$ cat src/rtl/pc_sequencer.sv
// Program-counter sequencing controller: drives PC enable/source from cache handshakes,
// arbitrates the shared memory port between fetch and data access, latches halt, counts stalls/retires.
module pc_sequencer #(
  parameter int CNT_W = 32
) (
  input  logic             CLK,
  input  logic             RST,
  input  logic             ihit,
  input  logic             dhit,
  input  logic             dmem_req,
  input  logic             redirect_valid,
  input  logic [2:0]       redirect_src,
  input  logic             halt,
  output logic             pc_en,
  output logic [2:0]       PCSrc,
  output logic             imemREN,
  output logic             dmem_go,
  output logic             halt_latched,
  output logic [CNT_W-1:0] stall_cnt,
  output logic [CNT_W-1:0] retire_cnt
);

  typedef enum logic [1:0] {
    FETCH  = 2'd0,
    DATA   = 2'd1,
    HALTED = 2'd2
  } state_t;

  state_t           state;
  state_t           state_nxt;
  logic [2:0]       pend_src;
  logic [2:0]       pend_nxt;
  logic [2:0]       eff_src;
  logic             stall_inc;
  logic [CNT_W-1:0] stall_q;
  logic [CNT_W-1:0] retire_q;

  // Only sources 1-3 are real redirects; everything else falls back to PC+4.
  always_comb begin
    eff_src = 3'd0;
    if (redirect_valid && (redirect_src != 3'd0) && !redirect_src[2])
      eff_src = redirect_src;
  end

  // Outputs are forced to zero for the whole time reset is held.
  always_comb begin
    state_nxt    = state;
    pend_nxt     = pend_src;
    pc_en        = 1'b0;
    PCSrc        = 3'd0;
    imemREN      = 1'b0;
    dmem_go      = 1'b0;
    halt_latched = 1'b0;
    stall_inc    = 1'b0;
    if (!RST) begin
      unique case (state)
        FETCH: begin
          imemREN = 1'b1;
          if (!ihit) begin
            stall_inc = 1'b1;
          end else if (halt) begin
            state_nxt = HALTED;
          end else if (dmem_req) begin
            pend_nxt  = eff_src;
            state_nxt = DATA;
          end else begin
            pc_en = 1'b1;
            PCSrc = eff_src;
          end
        end
        DATA: begin
          dmem_go = 1'b1;
          if (!dhit) begin
            stall_inc = 1'b1;
          end else begin
            pc_en     = 1'b1;
            PCSrc     = pend_src;
            pend_nxt  = 3'd0;
            state_nxt = FETCH;
          end
        end
        HALTED: begin
          halt_latched = 1'b1;
        end
        default: begin
          state_nxt = FETCH;
        end
      endcase
    end
  end

  always_ff @(posedge CLK) begin
    if (RST) begin
      state    <= FETCH;
      pend_src <= 3'd0;
      stall_q  <= '0;
      retire_q <= '0;
    end else begin
      state    <= state_nxt;
      pend_src <= pend_nxt;
      if (stall_inc && (stall_q != {CNT_W{1'b1}}))
        stall_q <= stall_q + CNT_W'(1);
      if (pc_en && (retire_q != {CNT_W{1'b1}}))
        retire_q <= retire_q + CNT_W'(1);
    end
  end

  assign stall_cnt  = RST ? '0 : stall_q;
  assign retire_cnt = RST ? '0 : retire_q;

  // Structural invariants of the output encoding.
  always_ff @(posedge CLK) begin
    assert (!(imemREN && dmem_go));
    assert (pc_en || (PCSrc == 3'd0));
    assert (PCSrc <= 3'd3);
  end

endmodule

$ cat config.mk
export PLATFORM = sky130hd
export DESIGN_NAME = pc_sequencer
export DESIGN_NICKNAME = d
export VERILOG_FILES = /design/src/rtl/pc_sequencer.sv
export SDC_FILE = /design/constraint.sdc
export NUM_CORES = 1
export LEC_CHECK = 0
export ABC_CLOCK_PERIOD_IN_PS = 2500
export CAP_MARGIN = 20
export CELL_PAD_IN_SITES_DETAIL_PLACEMENT = 0
export CELL_PAD_IN_SITES_GLOBAL_PLACEMENT = 1
export CORE_AREA = 2 2 105 107
export DETAILED_ROUTE_END_ITERATION = 10
export DIE_AREA = 0 0 107 109
export PLACE_DENSITY = 0.82
export SYNTH_ARGS = -nofsm -noshare
export SYNTH_HDL_FRONTEND = slang
export SYNTH_SLANG_ARGS = --single-unit
$ cat constraint.sdc
create_clock -name CLK -period 2.5 [get_ports CLK]
set_clock_uncertainty 0.05 [all_clocks]
set_input_delay 0.375 -clock CLK [delete_from_list [all_inputs] [get_ports CLK]]
set_output_delay 0.375 -clock CLK [all_outputs]
set_load 0.01 [all_outputs]
## Word level (Yosys, flattened, before mapping)

Index checks and enable logic that the tools add are counted.

| storage, ports and cells | value |
|---|---|
| input port bits | 10 |
| word-level logic and storage cells | 61 |
| register bits | 69 |
| output and inout port bits | 71 |

| operators by class | value |
|---|---|
| equality and inequality tests | 9 |
| $add $sub $neg | 2 |
| multiplexer cells | 35 |
| bitwise logic cells | 1 |
| reduce and logical (&&, ||, !) cells | 10 |

Operators by type and width:

| cell | count |
|---|---|
| 32-bit by 1-bit adder with 32-bit output, second input constant | 2 |
| 32-bit two-way mux | 2 |
| 32-bit != test, second input constant | 2 |
| 3-bit two-way mux | 10 |
| 1-bit two-way mux | 14 |
| 3-bit one-hot mux with 2 select lines | 2 |
| 2-bit two-way mux | 4 |
| 2-bit != test, second input constant | 4 |
| 2-bit one-hot mux with 3 select lines | 1 |
| 5-bit AND reduction | 1 |
| 1-bit logical AND | 4 |
| 1-bit one-hot mux with 2 select lines | 2 |
| 4-bit AND reduction | 1 |
| 3-bit != test, second input constant | 1 |
| 3-bit nonzero test | 1 |
| 2-bit by 1-bit == test with 1-bit output, second input constant | 1 |
| 2-bit == test, second input constant | 1 |
| 2-bit zero test | 1 |
| 2-bit nonzero test | 1 |
| 1-bit zero test | 1 |
| 1-bit NOT | 1 |

## Longest topological paths before layout

Gate-level depths: netlist of run 1.

| logic depth | value |
|---|---|
| depth in word-level cells | 9 |
| mapped depth | 7 |

## Worst setup path after synthesis of run 1

Ideal clock, no wire load.

| path | value |
|---|---|
| path kind | register -> register |
| from | register state[0] |
| to | register retire_q[15] |
| arrival | 2.016 ns |
| stages on the path, launching flop included | 8 |
| slack | 0.313 ns |
| period minus slack after synthesis | 2.187 ns |
| path through | dfxtp_1 buf_6 nor4b_4 o21ai_2 buf_6 or4_4 nor4_2 mux2_2 |

| between the ends | value |
|---|---|
| cells in the longest elaborated chain, start to end | 4 |
| elaborated cells on any way between the ends | 5 |

RTL lines:

| item | RTL line | source |
|---|---|---|
| start, declared | 29 | `state_t state;` |
| start signal, assigned | 99 | `state <= state_nxt;` |
| 2-bit by 1-bit == test with 1-bit output / 2-bit zero test (equally long branches) | 56 | `unique case (state)` |
| 1-bit one-hot mux with 2 select lines * | 56 |  |
| 1-bit two-way mux * | 55 | `if (!RST) begin` |
| 1-bit logical AND * | 103 | `if (pc_en && (retire_q != {CNT_W{1'b1}}))` |
| end signal, assigned | 104 | `retire_q <= retire_q + CNT_W'(1);` |
| end, declared | 36 | `logic [CNT_W-1:0] retire_q;` |

Every way passes the cells marked *; elsewhere a longest branch is shown, timed or not.
A chain may end at the register's enable or synchronous reset.

## Worst setup path in the final report of run 1

| path | value |
|---|---|
| from | input dmem_req |
| to | output pc_en |

| between the ends | value |
|---|---|
| cells in the longest elaborated chain, start to end | 5 |

RTL lines:

| item | RTL line | source |
|---|---|---|
| start, declared | 10 | `input logic dmem_req,` |
| 1-bit two-way mux | 63 | `end else if (dmem_req) begin` |
| 1-bit two-way mux | 61 | `end else if (halt) begin` |
| 1-bit two-way mux | 59 | `if (!ihit) begin` |
| 1-bit one-hot mux with 2 select lines | 56 |  |
| 1-bit two-way mux | 55 |  |
| end, declared | 14 | `output logic pc_en,` |

Every way passes these cells.

==> results of run 1 <==
worst max path at each step:
| stage | to | slack, ns | from | cells past startpoint |
|---|---|---|---|---|
| floorplan | retire_q[15] | 0.31 | state[0] | 7 |
| global route | retire_q[29] | 0.002 | retire_q[10] | 5 |
| detailed placement | retire_q[15] | -0.16 | halt | 6 |
| global placement | retire_q[19] | -0.11 | halt | 6 |
| CTS | pc_en | 0.02 | halt | 5 |
| finish | pc_en | 0.08 | dmem_req | 5 |
cells by family (layout without fill, tap and decap cells):
group / count (synthesis) / after routing
and+or+nand+nor: 286 / 286
DFF: 69 / 69
AOI/OAI and AO/OA: 54 / 54
muxes: 34 / 34
buffers and inverters: 32 / 137
xor gates and xnor gates: 8 / 8
adders and majority gates: 2 / 2
worst max-delay path: stages:
cell and delay, ns:
clkdlybuf4s50_1 0.46, nor4b_4 0.34, o21ai_2 0.14, inv_2 0.12, clkdlybuf4s50_1 0.56
sequential cells by signal, summed over array words and instances (netlist names):
name	cells
pend_src	3
state	2
retire_q	32
stall_q	32
layout by cell type, fill, tap and decap left out, drive strengths merged, types with 3 or more instances in the layout:
master,instances
clkdlybuf4s50,79
dfxtp,69
nor2,61
nor2b,58
mux2,34
nand2,33
buf,32
nand3,25
nand4,24
o21ai,21
a21oi,16
nor4,15
nor3,13
or4,13
clkbuf,13
and3,11
inv,10
or3,7
and4,6
o31ai,6
or2,5
xnor2,5
nand4b,3
nand3b,3
nand2b,3
xor2,3
nor3b,3
metal layers:
metal  vias to the layer above  global-route usage (%)  share of wire, %
met5                         -                       0                 0
met4                         0                   6.401               1.3
met3                        13                   2.929               4.6
met2                        93                   27.48                44
met1                      1779                   25.25                50
li1                       1957                       -                 -
where the power goes:
group / switching [mW] / internal [mW] / total (mW) / leakage, nW
clock network: 0.416 / 0.542 / 0.958 / 0.106
logic: 0.0828 / 0.0683 / 0.151 / 1.20
registers: 0.00797 / 1.10 / 1.11 / 0.556
metrics by stage:
step | setup slack, ns | util [%] | hold WS [ns] | power, mW | setup TNS, ns
4_1_cts | 0.01719 | 49.55 | 0.4284 | 2.249 | 0
3_3_place_gp | -0.1142 | 47.56 | 0.4055 | 1.286 | -0.4502
5_1_grt | 0.002255 | 49.65 | 0.4483 | 2.304 | 0
2_1_floorplan | 0.3129 | - | 0.3847 | 1.222 | 0
3_5_place_dp | -0.1605 | 47.56 | 0.4174 | 1.289 | -0.5843
6_report | 0.07663 | 49.65 | 0.4301 | 2.222 | 0
layout make-up:
cell class	instances	area, sq um	share of cell area [%]
clock buffer	13	168.9	3.209
clock inverter	3	42.54	0.8082
timing repair buffer	111	1044	19.82
sequential	69	1381	26.24
inverter	10	37.54	0.7131
tap	140	175.2	3.328
multi-input combinational	384	2415	45.88
timing repair:
item                       CTS  global route
resized for setup            0             3
buffers inserted             0             0
hold buffers                 0             0
setup endpoints to repair    0             3
==> run_results.csv, run 1 <==
group,metric,value,unit
status,status,"finished, final reports clean",
route,drt_iter0_markers,177,
synthesis,synth_area_leaders,"dfxtp_1, mux2_2, nor2b_1",
floorplan,io_pins,81,
place,hpwl,7.619,mm
power,powerDensity,422.1,mW/mm^2
final_layout,nets,597,
final_layout,antennaDiodeCount,0,
floorplan,die_y,109,microns
floorplan,rows,38,
synthesis,synth.most_common_cell,"dfxtp_1",
sta,fmax,412.6,MHz
synthesis,synth_fp_nets,497,
place,gp_congestion,0.8148,
clocking,clk_latency,0.34,ns
min_path,hold_path_startpoint,"pend_src[2]",
critical_path,cp-end-kind,"primary output",
sta,fin_crit_sh,96.93,%
critical_path,crit_type,"primary input to primary output",
synthesis,synthXorXnorAreaFrac,1.781,%
route,drc,0,
floorplan,die_area,0.01166,sq mm
clocking,clk_pin_slew,0.06,ns
critical_path,rrSetupSlack,0.20,ns
min_path,hold_end,"pend_src[2]",
synthesis,ys.flop_type,"dfxtp_1",
synthesis,synth-edff-count,0,
floorplan,core,0.01060,sq mm
power,p_leak,1.862,nW
route,vias,3842,
final_layout,fin_cells,730,
min_path,min_path_cells,1,
synthesis,avgSynthCellArea,8.113,sq um
final_layout,final_area,0.005264,sq mm
synthesis,synth_top_family_by_area,"simple AND/OR/NAND/NOR gates",
synthesis,yosys.area.top_type,"dfxtp_1",
global_route,grt_usage,17.85,%
synthesis,synthMuxAreaShare,9.730,%
clocking,cts_tree,"yes",
critical_path,r2r_start,"retire_q[10]",
final_layout,fill_cells,1045,
power,ir_worst_vdd,288.2,uV
sta,min_period,2.423,ns
clocking,root_buffer,"clkbuf_8",
synthesis,synthesis.area,0.003935,sq mm
synthesis,synth.distinct_cells,50,
route,routed_via_density,5.263,
synthesis,synthCells,485,
min_path,hold_class,"register to register",
sta,maxSlewViolCount,0,
sta,finalHoldViolCount,0,
place,place_area,0.005042,sq mm
global_route,grt_antenna_before_repair,0,
clocking,cts_made_buffers,9,
critical_path,cp_max_fo,4,
sta,tightestPinTransition,0.5661,ns
clocking,cts.sinks,69,
global_route,grt.overflow.total,0,
synthesis,yosysTopAreaCellShare,35.10,%
synthesis,synth_commonest_cells,"dfxtp_1, nor2_1, nor2b_1, mux2_2, nand2_1",
floorplan,fp.dieW,107,microns
synthesis,synth_compound_area_share,8.394,%
synthesis,synthAdderAreaFrac,0.6359,%
synthesis,synth-seq-area-share,35.10,%
route,first_pass_iters,5,
global_route,grt_start_max_net_pins,68,
synthesis,synth-simple-area-share,40.57,%
synthesis,ys_ff_latch,69,
route,postRouteAntennaNets,0,
critical_path,reg2reg_to,"retire_q[29]",
sta,max-slew-margin-rel,61.29,%
sta,grt_setup_unrepaired,"false",
critical_path,cp-start-kind,"primary input",
global_route,grt_pass1_wl,16.79,mm
critical_path,cp_data_arrival_time,2.00,ns
floorplan,initial_utilization,37.11,%
synthesis,synthArstFlopShare,0,%
route,totalWireLength,10.19,mm
global_route,grt_pass1_vias,3565,
sta,setup_violations,0,
route,post_drt_wl_per_cell,13.96,microns
place,placed_cells,714,
flow_run,drv_cap,0,
place,portBuffers,80,
critical_path,rr_worst_depth,5,
final_layout,drive_gt1_share,16.27,%
clocking,cts_buffer_depth,2,
final_layout,syn_to_final_growth,33.77,%
synthesis,yosys_warnings,0,
clocking,htree_levels,3,
critical_path,required,2.08,ns
Power figures use the tool's default switching activity.
==> run 2, diff against run 1 <==
CAP_MARGIN = unset   (was 20)
==> results of run 2 <==
The final DEF is identical to that of run 1; final timing and power are the same.
==> run 3, diff against run 2 <==
ABC_AREA = 0   (was unset)
==> results of run 3 <==
The final DEF is identical to that of run 1; final timing and power are the same.
